### src/rtl/fft_pkg.sv
// Shared constants and FSM encoding for the fft2D tile scheduler.
// Tiles are 8x8 real samples fed as 8 row beats; results return as 4 double-row beats.
package fft_pkg;
    localparam int DATALEN        = 16;
    localparam int FFTCHNL        = 8;
    localparam int CMPLXLEN       = 2 * DATALEN;
    localparam int ROWS_PER_TILE  = 8;
    localparam int BEATS_PER_TILE = 4;
    localparam int TILEW          = 16;
    localparam int INW            = FFTCHNL * DATALEN;
    localparam int FFTINW         = FFTCHNL * CMPLXLEN;
    localparam int OUTW           = FFTCHNL * 4 * DATALEN;

    typedef enum logic [2:0] {
        S_IDLE,
        S_ISSUE,
        S_GAPW,
        S_WAITC,
        S_DRAIN
    } state_e;
endpackage

### src/rtl/fft2d_tile_sched_if.sv
// Job control, input-buffer read, fft2D and result-buffer signals of the tile scheduler.
interface fft2d_tile_sched_if #(
    parameter int ADDRW = 12
);
    logic                       start;
    logic [fft_pkg::TILEW-1:0]  num_tiles;
    logic [ADDRW-1:0]           src_base;
    logic [ADDRW-1:0]           dst_base;
    logic                       busy;
    logic                       done;
    logic                       err;
    logic                       rd_en;
    logic [ADDRW-1:0]           rd_addr;
    logic [fft_pkg::INW-1:0]    rd_data;
    logic                       fft_invalid;
    logic [fft_pkg::FFTINW-1:0] fft_indata;
    logic                       fft_outvalid;
    logic [fft_pkg::OUTW-1:0]   fft_outdata;
    logic                       wr_en;
    logic [ADDRW-1:0]           wr_addr;
    logic [fft_pkg::OUTW-1:0]   wr_data;

    modport slave (
        input  start, num_tiles, src_base, dst_base, rd_data, fft_outvalid, fft_outdata,
        output busy, done, err, rd_en, rd_addr, fft_invalid, fft_indata, wr_en, wr_addr, wr_data
    );

    modport master (
        output start, num_tiles, src_base, dst_base, rd_data, fft_outvalid, fft_outdata,
        input  busy, done, err, rd_en, rd_addr, fft_invalid, fft_indata, wr_en, wr_addr, wr_data
    );
endinterface

### src/rtl/fft2d_out_collector.sv
// Captures fft2D output beats into the result buffer and retires a tile on its last beat.
// Beats with nothing in flight, or beyond the job's tile count, are dropped and flag err.
module fft2d_out_collector
    import fft_pkg::*;
#(
    parameter int ADDRW = 12
) (
    input  logic              clk,
    input  logic              rst,
    input  logic              clr,
    input  logic [TILEW-1:0]  num_tiles,
    input  logic [ADDRW-1:0]  dst_base,
    input  logic              inflight_zero,
    input  logic              outvalid,
    input  logic [OUTW-1:0]   outdata,
    output logic              wr_en,
    output logic [ADDRW-1:0]  wr_addr,
    output logic [OUTW-1:0]   wr_data,
    output logic              retire,
    output logic              err
);
    logic [1:0]       beat_q;
    logic [TILEW-1:0] tout_q;
    logic             wr_en_q, err_q;
    logic [ADDRW-1:0] wr_addr_q;
    logic [OUTW-1:0]  wr_data_q;
    logic             take;

    assign take   = outvalid && !inflight_zero && (tout_q < num_tiles);
    assign retire = take && (beat_q == 2'(BEATS_PER_TILE - 1));

    always_ff @(posedge clk) begin
        if (rst) begin
            beat_q    <= '0;
            tout_q    <= '0;
            wr_en_q   <= 1'b0;
            wr_addr_q <= '0;
            wr_data_q <= '0;
            err_q     <= 1'b0;
        end else begin
            wr_en_q <= take;
            if (clr) begin
                beat_q <= '0;
                tout_q <= '0;
            end else if (take) begin
                wr_addr_q <= dst_base + ADDRW'({tout_q, 2'b00}) + ADDRW'(beat_q);
                wr_data_q <= outdata;
                beat_q    <= beat_q + 2'd1;
                if (retire) tout_q <= tout_q + TILEW'(1);
            end
            if (outvalid && !take) err_q <= 1'b1;
        end
    end

    assign wr_en   = wr_en_q;
    assign wr_addr = wr_addr_q;
    assign wr_data = wr_data_q;
    assign err     = err_q;
endmodule

### src/rtl/fft2d_tile_sched.sv
// Streams 8x8 tiles from the row buffer into fft2D, bounding tiles in flight since
// fft2D cannot stall; the collector writes results back and retires tiles.
module fft2d_tile_sched
    import fft_pkg::*;
#(
    parameter int ADDRW        = 12,
    parameter int MAX_INFLIGHT = 2,
    parameter int GAP          = 1
) (
    input  logic               clk,
    input  logic               rst,
    fft2d_tile_sched_if.slave  bus
);
    localparam logic [1:0] MAXI     = 2'(MAX_INFLIGHT);
    localparam logic [2:0] GAP_LAST = 3'(GAP > 0 ? GAP - 1 : 0);

    state_e           state_q, state_d, after_burst;
    logic [TILEW-1:0] num_q, tiles_q, tiles_d;
    logic [ADDRW-1:0] src_q, dst_q;
    logic [2:0]       row_q, gap_q;
    logic [1:0]       inflight_q, inflight_d;
    logic             done_q, done_d, accept, rd_vld_q, issue_last, retire;

    always_comb begin
        issue_last = (state_q == S_ISSUE) && (row_q == 3'(ROWS_PER_TILE - 1));
        tiles_d    = tiles_q + TILEW'(issue_last);
        inflight_d = inflight_q;
        if (issue_last && !retire)      inflight_d = inflight_q + 2'd1;
        else if (!issue_last && retire) inflight_d = inflight_q - 2'd1;

        // Decision after a burst looks at next-cycle counts so GAP=0 behaves like GAP>0.
        if (tiles_d == num_q)       after_burst = S_DRAIN;
        else if (inflight_d >= MAXI) after_burst = S_WAITC;
        else                         after_burst = S_ISSUE;

        state_d = state_q;
        done_d  = 1'b0;
        accept  = 1'b0;
        case (state_q)
            S_IDLE: begin
                if (bus.start) begin
                    if (bus.num_tiles == '0) begin
                        done_d = 1'b1;
                    end else begin
                        state_d = S_ISSUE;
                        accept  = 1'b1;
                    end
                end
            end
            S_ISSUE: if (issue_last) state_d = (GAP == 0) ? after_burst : S_GAPW;
            S_GAPW:  if (gap_q == GAP_LAST) state_d = after_burst;
            S_WAITC: if (inflight_q < MAXI) state_d = S_ISSUE;
            S_DRAIN: begin
                if (inflight_q == 2'd0) begin
                    done_d  = 1'b1;
                    state_d = S_IDLE;
                end
            end
            default: state_d = S_IDLE;
        endcase
    end

    always_ff @(posedge clk) begin
        if (rst) begin
            state_q    <= S_IDLE;
            num_q      <= '0;
            src_q      <= '0;
            dst_q      <= '0;
            tiles_q    <= '0;
            row_q      <= '0;
            gap_q      <= '0;
            inflight_q <= '0;
            done_q     <= 1'b0;
            rd_vld_q   <= 1'b0;
        end else begin
            state_q    <= state_d;
            done_q     <= done_d;
            rd_vld_q   <= (state_q == S_ISSUE);
            inflight_q <= inflight_d;
            gap_q      <= (state_q == S_GAPW) ? gap_q + 3'd1 : 3'd0;
            if (accept) begin
                num_q   <= bus.num_tiles;
                src_q   <= bus.src_base;
                dst_q   <= bus.dst_base;
                tiles_q <= '0;
                row_q   <= '0;
            end else begin
                tiles_q <= tiles_d;
                if (state_q == S_ISSUE) row_q <= row_q + 3'd1;
            end
        end
    end

    assign bus.busy        = (state_q != S_IDLE);
    assign bus.done        = done_q;
    assign bus.rd_en       = (state_q == S_ISSUE);
    assign bus.rd_addr     = bus.rd_en ? src_q + ADDRW'({tiles_q, 3'b000}) + ADDRW'(row_q) : '0;
    assign bus.fft_invalid = rd_vld_q;

    // Read data lands one cycle after rd_en; imaginary halves are zero.
    always_comb begin
        bus.fft_indata = '0;
        if (rd_vld_q) begin
            for (int k = 0; k < FFTCHNL; k++)
                bus.fft_indata[k*CMPLXLEN +: CMPLXLEN] = {DATALEN'(0), bus.rd_data[k*DATALEN +: DATALEN]};
        end
    end

    fft2d_out_collector #(.ADDRW(ADDRW)) u_coll (
        .clk           (clk),
        .rst           (rst),
        .clr           (accept),
        .num_tiles     (num_q),
        .dst_base      (dst_q),
        .inflight_zero (inflight_q == 2'd0),
        .outvalid      (bus.fft_outvalid),
        .outdata       (bus.fft_outdata),
        .wr_en         (bus.wr_en),
        .wr_addr       (bus.wr_addr),
        .wr_data       (bus.wr_data),
        .retire        (retire),
        .err           (bus.err)
    );
endmodule

### src/flat_wrapper.sv
// flat-port wrapper written by rule: the top's interface ports become plain ports
module fft2d_tile_sched_flat import fft_pkg::*;
#(
    parameter int ADDRW        = 12,
    parameter int MAX_INFLIGHT = 2,
    parameter int GAP          = 1
)
  (clk, rst, bus_start, bus_num_tiles, bus_src_base, bus_dst_base, bus_rd_data, bus_fft_outvalid, bus_fft_outdata, bus_busy, bus_done, bus_err, bus_rd_en, bus_rd_addr, bus_fft_invalid, bus_fft_indata, bus_wr_en, bus_wr_addr, bus_wr_data);
  fft2d_tile_sched_if #(.ADDRW(ADDRW)) bus_i ();
  input  logic clk;
  input  logic rst;
  input wire logic [$bits(bus_i.start)-1:0] bus_start;
  input wire logic [$bits(bus_i.num_tiles)-1:0] bus_num_tiles;
  input wire logic [$bits(bus_i.src_base)-1:0] bus_src_base;
  input wire logic [$bits(bus_i.dst_base)-1:0] bus_dst_base;
  input wire logic [$bits(bus_i.rd_data)-1:0] bus_rd_data;
  input wire logic [$bits(bus_i.fft_outvalid)-1:0] bus_fft_outvalid;
  input wire logic [$bits(bus_i.fft_outdata)-1:0] bus_fft_outdata;
  output wire logic [$bits(bus_i.busy)-1:0] bus_busy;
  output wire logic [$bits(bus_i.done)-1:0] bus_done;
  output wire logic [$bits(bus_i.err)-1:0] bus_err;
  output wire logic [$bits(bus_i.rd_en)-1:0] bus_rd_en;
  output wire logic [$bits(bus_i.rd_addr)-1:0] bus_rd_addr;
  output wire logic [$bits(bus_i.fft_invalid)-1:0] bus_fft_invalid;
  output wire logic [$bits(bus_i.fft_indata)-1:0] bus_fft_indata;
  output wire logic [$bits(bus_i.wr_en)-1:0] bus_wr_en;
  output wire logic [$bits(bus_i.wr_addr)-1:0] bus_wr_addr;
  output wire logic [$bits(bus_i.wr_data)-1:0] bus_wr_data;
  assign bus_i.start = bus_start;
  assign bus_i.num_tiles = bus_num_tiles;
  assign bus_i.src_base = bus_src_base;
  assign bus_i.dst_base = bus_dst_base;
  assign bus_i.rd_data = bus_rd_data;
  assign bus_i.fft_outvalid = bus_fft_outvalid;
  assign bus_i.fft_outdata = bus_fft_outdata;
  assign bus_busy = bus_i.busy;
  assign bus_done = bus_i.done;
  assign bus_err = bus_i.err;
  assign bus_rd_en = bus_i.rd_en;
  assign bus_rd_addr = bus_i.rd_addr;
  assign bus_fft_invalid = bus_i.fft_invalid;
  assign bus_fft_indata = bus_i.fft_indata;
  assign bus_wr_en = bus_i.wr_en;
  assign bus_wr_addr = bus_i.wr_addr;
  assign bus_wr_data = bus_i.wr_data;
  fft2d_tile_sched #(.ADDRW(ADDRW), .MAX_INFLIGHT(MAX_INFLIGHT), .GAP(GAP)) u_core (.clk(clk), .rst(rst), .bus(bus_i));
endmodule
### config.mk
export PLATFORM = sky130hd
export DESIGN_NAME = fft2d_tile_sched_flat
export DESIGN_NICKNAME = d
export VERILOG_FILES = /design/src/rtl/fft_pkg.sv /design/src/rtl/fft2d_tile_sched_if.sv /design/src/rtl/fft2d_out_collector.sv /design/src/rtl/fft2d_tile_sched.sv /design/src/flat_wrapper.sv
export SDC_FILE = /design/constraint.sdc
export NUM_CORES = 1
export LEC_CHECK = 0
export BUFFER_PORTS_ARGS = -buffer_cell sky130_fd_sc_hd__clkbuf_2
export CORE_AREA = 5 5 580 582
export CTS_BUF_LIST = sky130_fd_sc_hd__clkbuf_4 sky130_fd_sc_hd__clkbuf_8
export CTS_CLUSTER_SIZE = 14
export DETAILED_ROUTE_END_ITERATION = 12
export DIE_AREA = 0 0 585 587
export PLACE_DENSITY = 0.31
export SLEW_MARGIN = 20
export SYNTH_ARGS = -nofsm -noshare
export SYNTH_HDL_FRONTEND = slang
export SYNTH_HIERARCHICAL = 1
export SYNTH_SLANG_ARGS = --single-unit
### constraint.sdc
create_clock -name clk -period 3.49 [get_ports clk]
set_input_delay 0.349 -clock clk [delete_from_list [all_inputs] [get_ports clk]]
set_output_delay 0.349 -clock clk [all_outputs]
set_load 0.01 [all_outputs]
==> flow_metrics.tcl <==
set metrics [dict create \
    outcome "finished clean" \
    vias 30300 \
    synthMuxAreaShare 0.00357 \
    syn_inst 3233 \
    io_pins 1482 \
    fp-row-count 211 \
    fin_cells 9658 \
    max_slew.worst_pin.slew_ps 869 \
    cts.sinks 613 \
    crit_type "register to register" \
    cts.path.max_buffers 4 \
    finalWirelength_um 236000 \
    htreeDepth 4 \
    dieHeight_um 587 \
    clock_skew_ps 144 \
    mappedNetlistArea_um2 25200 \
    via_per_inst 3.14 \
    portBuffers 1353 \
    synthDistinctLibCells 63 \
    synth_compound_area_frac 0.145 \
    most-common-layout-cells "1352 x clkbuf_2, 1144 x nand2_1, 606 x dfxtp_1" \
    rsz0062_at_grt "false" \
    synthArstFlopShare 0 \
    avgSynthCellArea_um2 7.80 \
    slowest_delay_ps 560 \
    grt-ovfl-total 0 \
    clock.fmax_ghz 0.302 \
    p_per_area_nw_per_um2 386 \
    clkTransAtPathRegs_ps 60 \
    insertion_delay_ps 930 \
    synth_fa_ha_area_frac 0.0248 \
    core_area_um2 330000 \
    grt_pass1_wl_um 302000 \
    areaGrowthSynthToFinish_pct 80.9 \
    antenna_found_initial 78 \
    synth_seq_cells 613 \
    fin_total_pwr_mw 17.6 \
    worst_setup_path_end_kind "register" \
    fin_crit_sh 0.949 \
    p_leak_nw 18.5 \
    cts_tree "yes" \
    crit_slowest_cell "dlygate4sd3_1" \
    crit_chain "inv_1, ha_1, a211o_1, a21oi_1, o21ai_2, a211oi_4, buf_12, buf_12, buf_4, nand2_1, a21oi_1, dlygate4sd3_1" \
    grt_use_total 0.131 \
    dieArea_um2 343000 \
    wire_per_inst_um 24.4 \
    first_pass_iters 7 \
    ir_drop_mv 0.227 \
    setup_ws_ps 180 \
    initial_core_util 0.0765 \
    synth_edf_count 0 \
    place_ws_ps 237 \
    cts_buffers 136 \
    routabilityCongestion 1.07 \
    postLayoutCoreUtil 0.138 \
    grt_max_degree 118 \
    synth_ff_type "dfxtp_1" \
    drc 0 \
    finalNetCount 5898 \
    startpoint_type "register" \
    fin_crit_ps 3310 \
    initialDrtViolationCount 1697 \
    yosys_warnings 6 \
    finalHoldViolCount 0 \
    max-slew-margin-rel 0.421 \
    synth_xor_area_frac 0.0178 \
    synth_top_family_by_area "simple AND/OR/NAND/NOR gates" \
    max_cap_viol_count 0 \
    antenna_left 0 \
    final_common_cell "clkbuf_2" \
    dp.final_hpwl_um 203000 \
    final_max_slew_viol_count 0 \
    setup_viol 0 \
    critical_path_required_ps 4300 \
    grt_pass1_vias 30500 \
    die_w_um 585 \
    synth-simple-area-share 0.238 \
    whs_ps 235 \
    hp-class "primary input to register" \
    drive_above_1_share 0.322 \
    synth_seq_area_share 0.486 \
    crit_fanout 21 \
    dp.cells 8814 \
    crit_arrival_ps 4120 \
    cts_root_buf "clkbuf_8" \
]
[metal layers]
| metal | global-route usage | vias up | routed length [um] |
|---|---|---|---|
| met2 | 0.186 | 1271 | 94300 |
| met1 | 0.165 | 14500 | 102000 |
| li1 | - | 14200 | - |
| met4 | 0.0281 | 60 | 4970 |
| met5 | 0 | - | 366 |
| met3 | 0.0812 | 258 | 34000 |
[power by group]
part | leakage (nW) | total [mW] | switching, mW | internal, mW
Sequential | 4.95 | 7.08 | 0.0480 | 7.04
Combinational | 12.1 | 1.91 | 1.03 | 0.878
Clock | 1.47 | 8.62 | 3.86 | 4.77
[synthesized netlist by cell type, types with 11 or more instances]
master    instances  area share
nand2_1        1144        0.17
dfxtp_1         613        0.49
a21oi_1         599        0.12
buf_4           152       0.045
and2_1          131       0.032
clkbuf_1        108       0.016
buf_2            86       0.017
nor2_1           60      0.0089
ha_1             46       0.023
inv_1            41      0.0061
xnor2_1          26      0.0090
o21ai_0          19      0.0038
nand3_1          16      0.0032
nor3_1           15      0.0030
xor2_1           15      0.0052
or3_1            14      0.0035
nor4_1           11      0.0027
[final timing paths]
check	slack (ps)	end	startpoint	cells after the start
hold / removal	240	u_core/u_coll/wr_data[202]	bus_fft_outdata[202]	4
hold reg to reg	450	u_core/u_coll/wr_addr[6]	u_core/u_coll/wr_addr[6]	2
setup / recovery	180	u_core/u_coll/wr_data[283]	u_core/num_q[4]	12
setup reg to reg	180	u_core/u_coll/wr_data[283]	u_core/num_q[4]	12
[cells by family (layout without fill, tap and decap cells)]
kind of cell,Yosys count,count (layout)
AO/OA/AOI/OAI,688,688
XOR/XNOR,45,45
adder cells (fa/ha/maj),49,49
buffers and inverters,389,2287
flip-flops,613,613
multiplexers,9,9
other,1,162
AND/OR/NAND/NOR,1439,1439
[layout make-up]
class,count,area (um^2)
fillers,38100,284000
repair buffers,2016,13500
flip-flops and latches,613,12300
multi-input cells,2358,11400
well taps,4366,5460
clock buffers,204,2560
clock inverters,26,198
inverters,41,154
diodes,34,85.1
[critical path: cells and delay by family (launching register included)]
kind            cells  cell delay (ps)
compound gates      5             1090
fa+ha+maj           1              320
flops               1              470
buf+inv             5             1220
simple gates        1              110
[metrics by stage]
step / area, um^2 / TNS, ps
after floorplan: 25700 / 0
after global placement: 36900 / 0
after detailed placement: 36900 / 0
after CTS: 45500 / -1.81
after global routing: 45600 / 0
final: 45700 / 0
[registers in the layout, indices dropped and copies added (netlist names), 12 cells and up]
name                   cells
u_core/u_coll/wr_addr     12
u_core/src_q              12
u_core/tiles_q            16
u_core/num_q              16
u_core/u_coll/tout_q      16
u_core/dst_q              12
u_core/u_coll/wr_data    512
[timing repair]
| action | 4_1_cts | 5_1_grt |
|---|---|---|
| hold endpoints to repair | 572 | 0 |
| resized for setup | 19 | 5 |
| setup buffers | 0 | 1 |
| hold buffers | 579 | 0 |
| pin swaps | 6 | 3 |
| setup endpoints to repair | 5 | 8 |
Power figures use the tool's default switching activity.
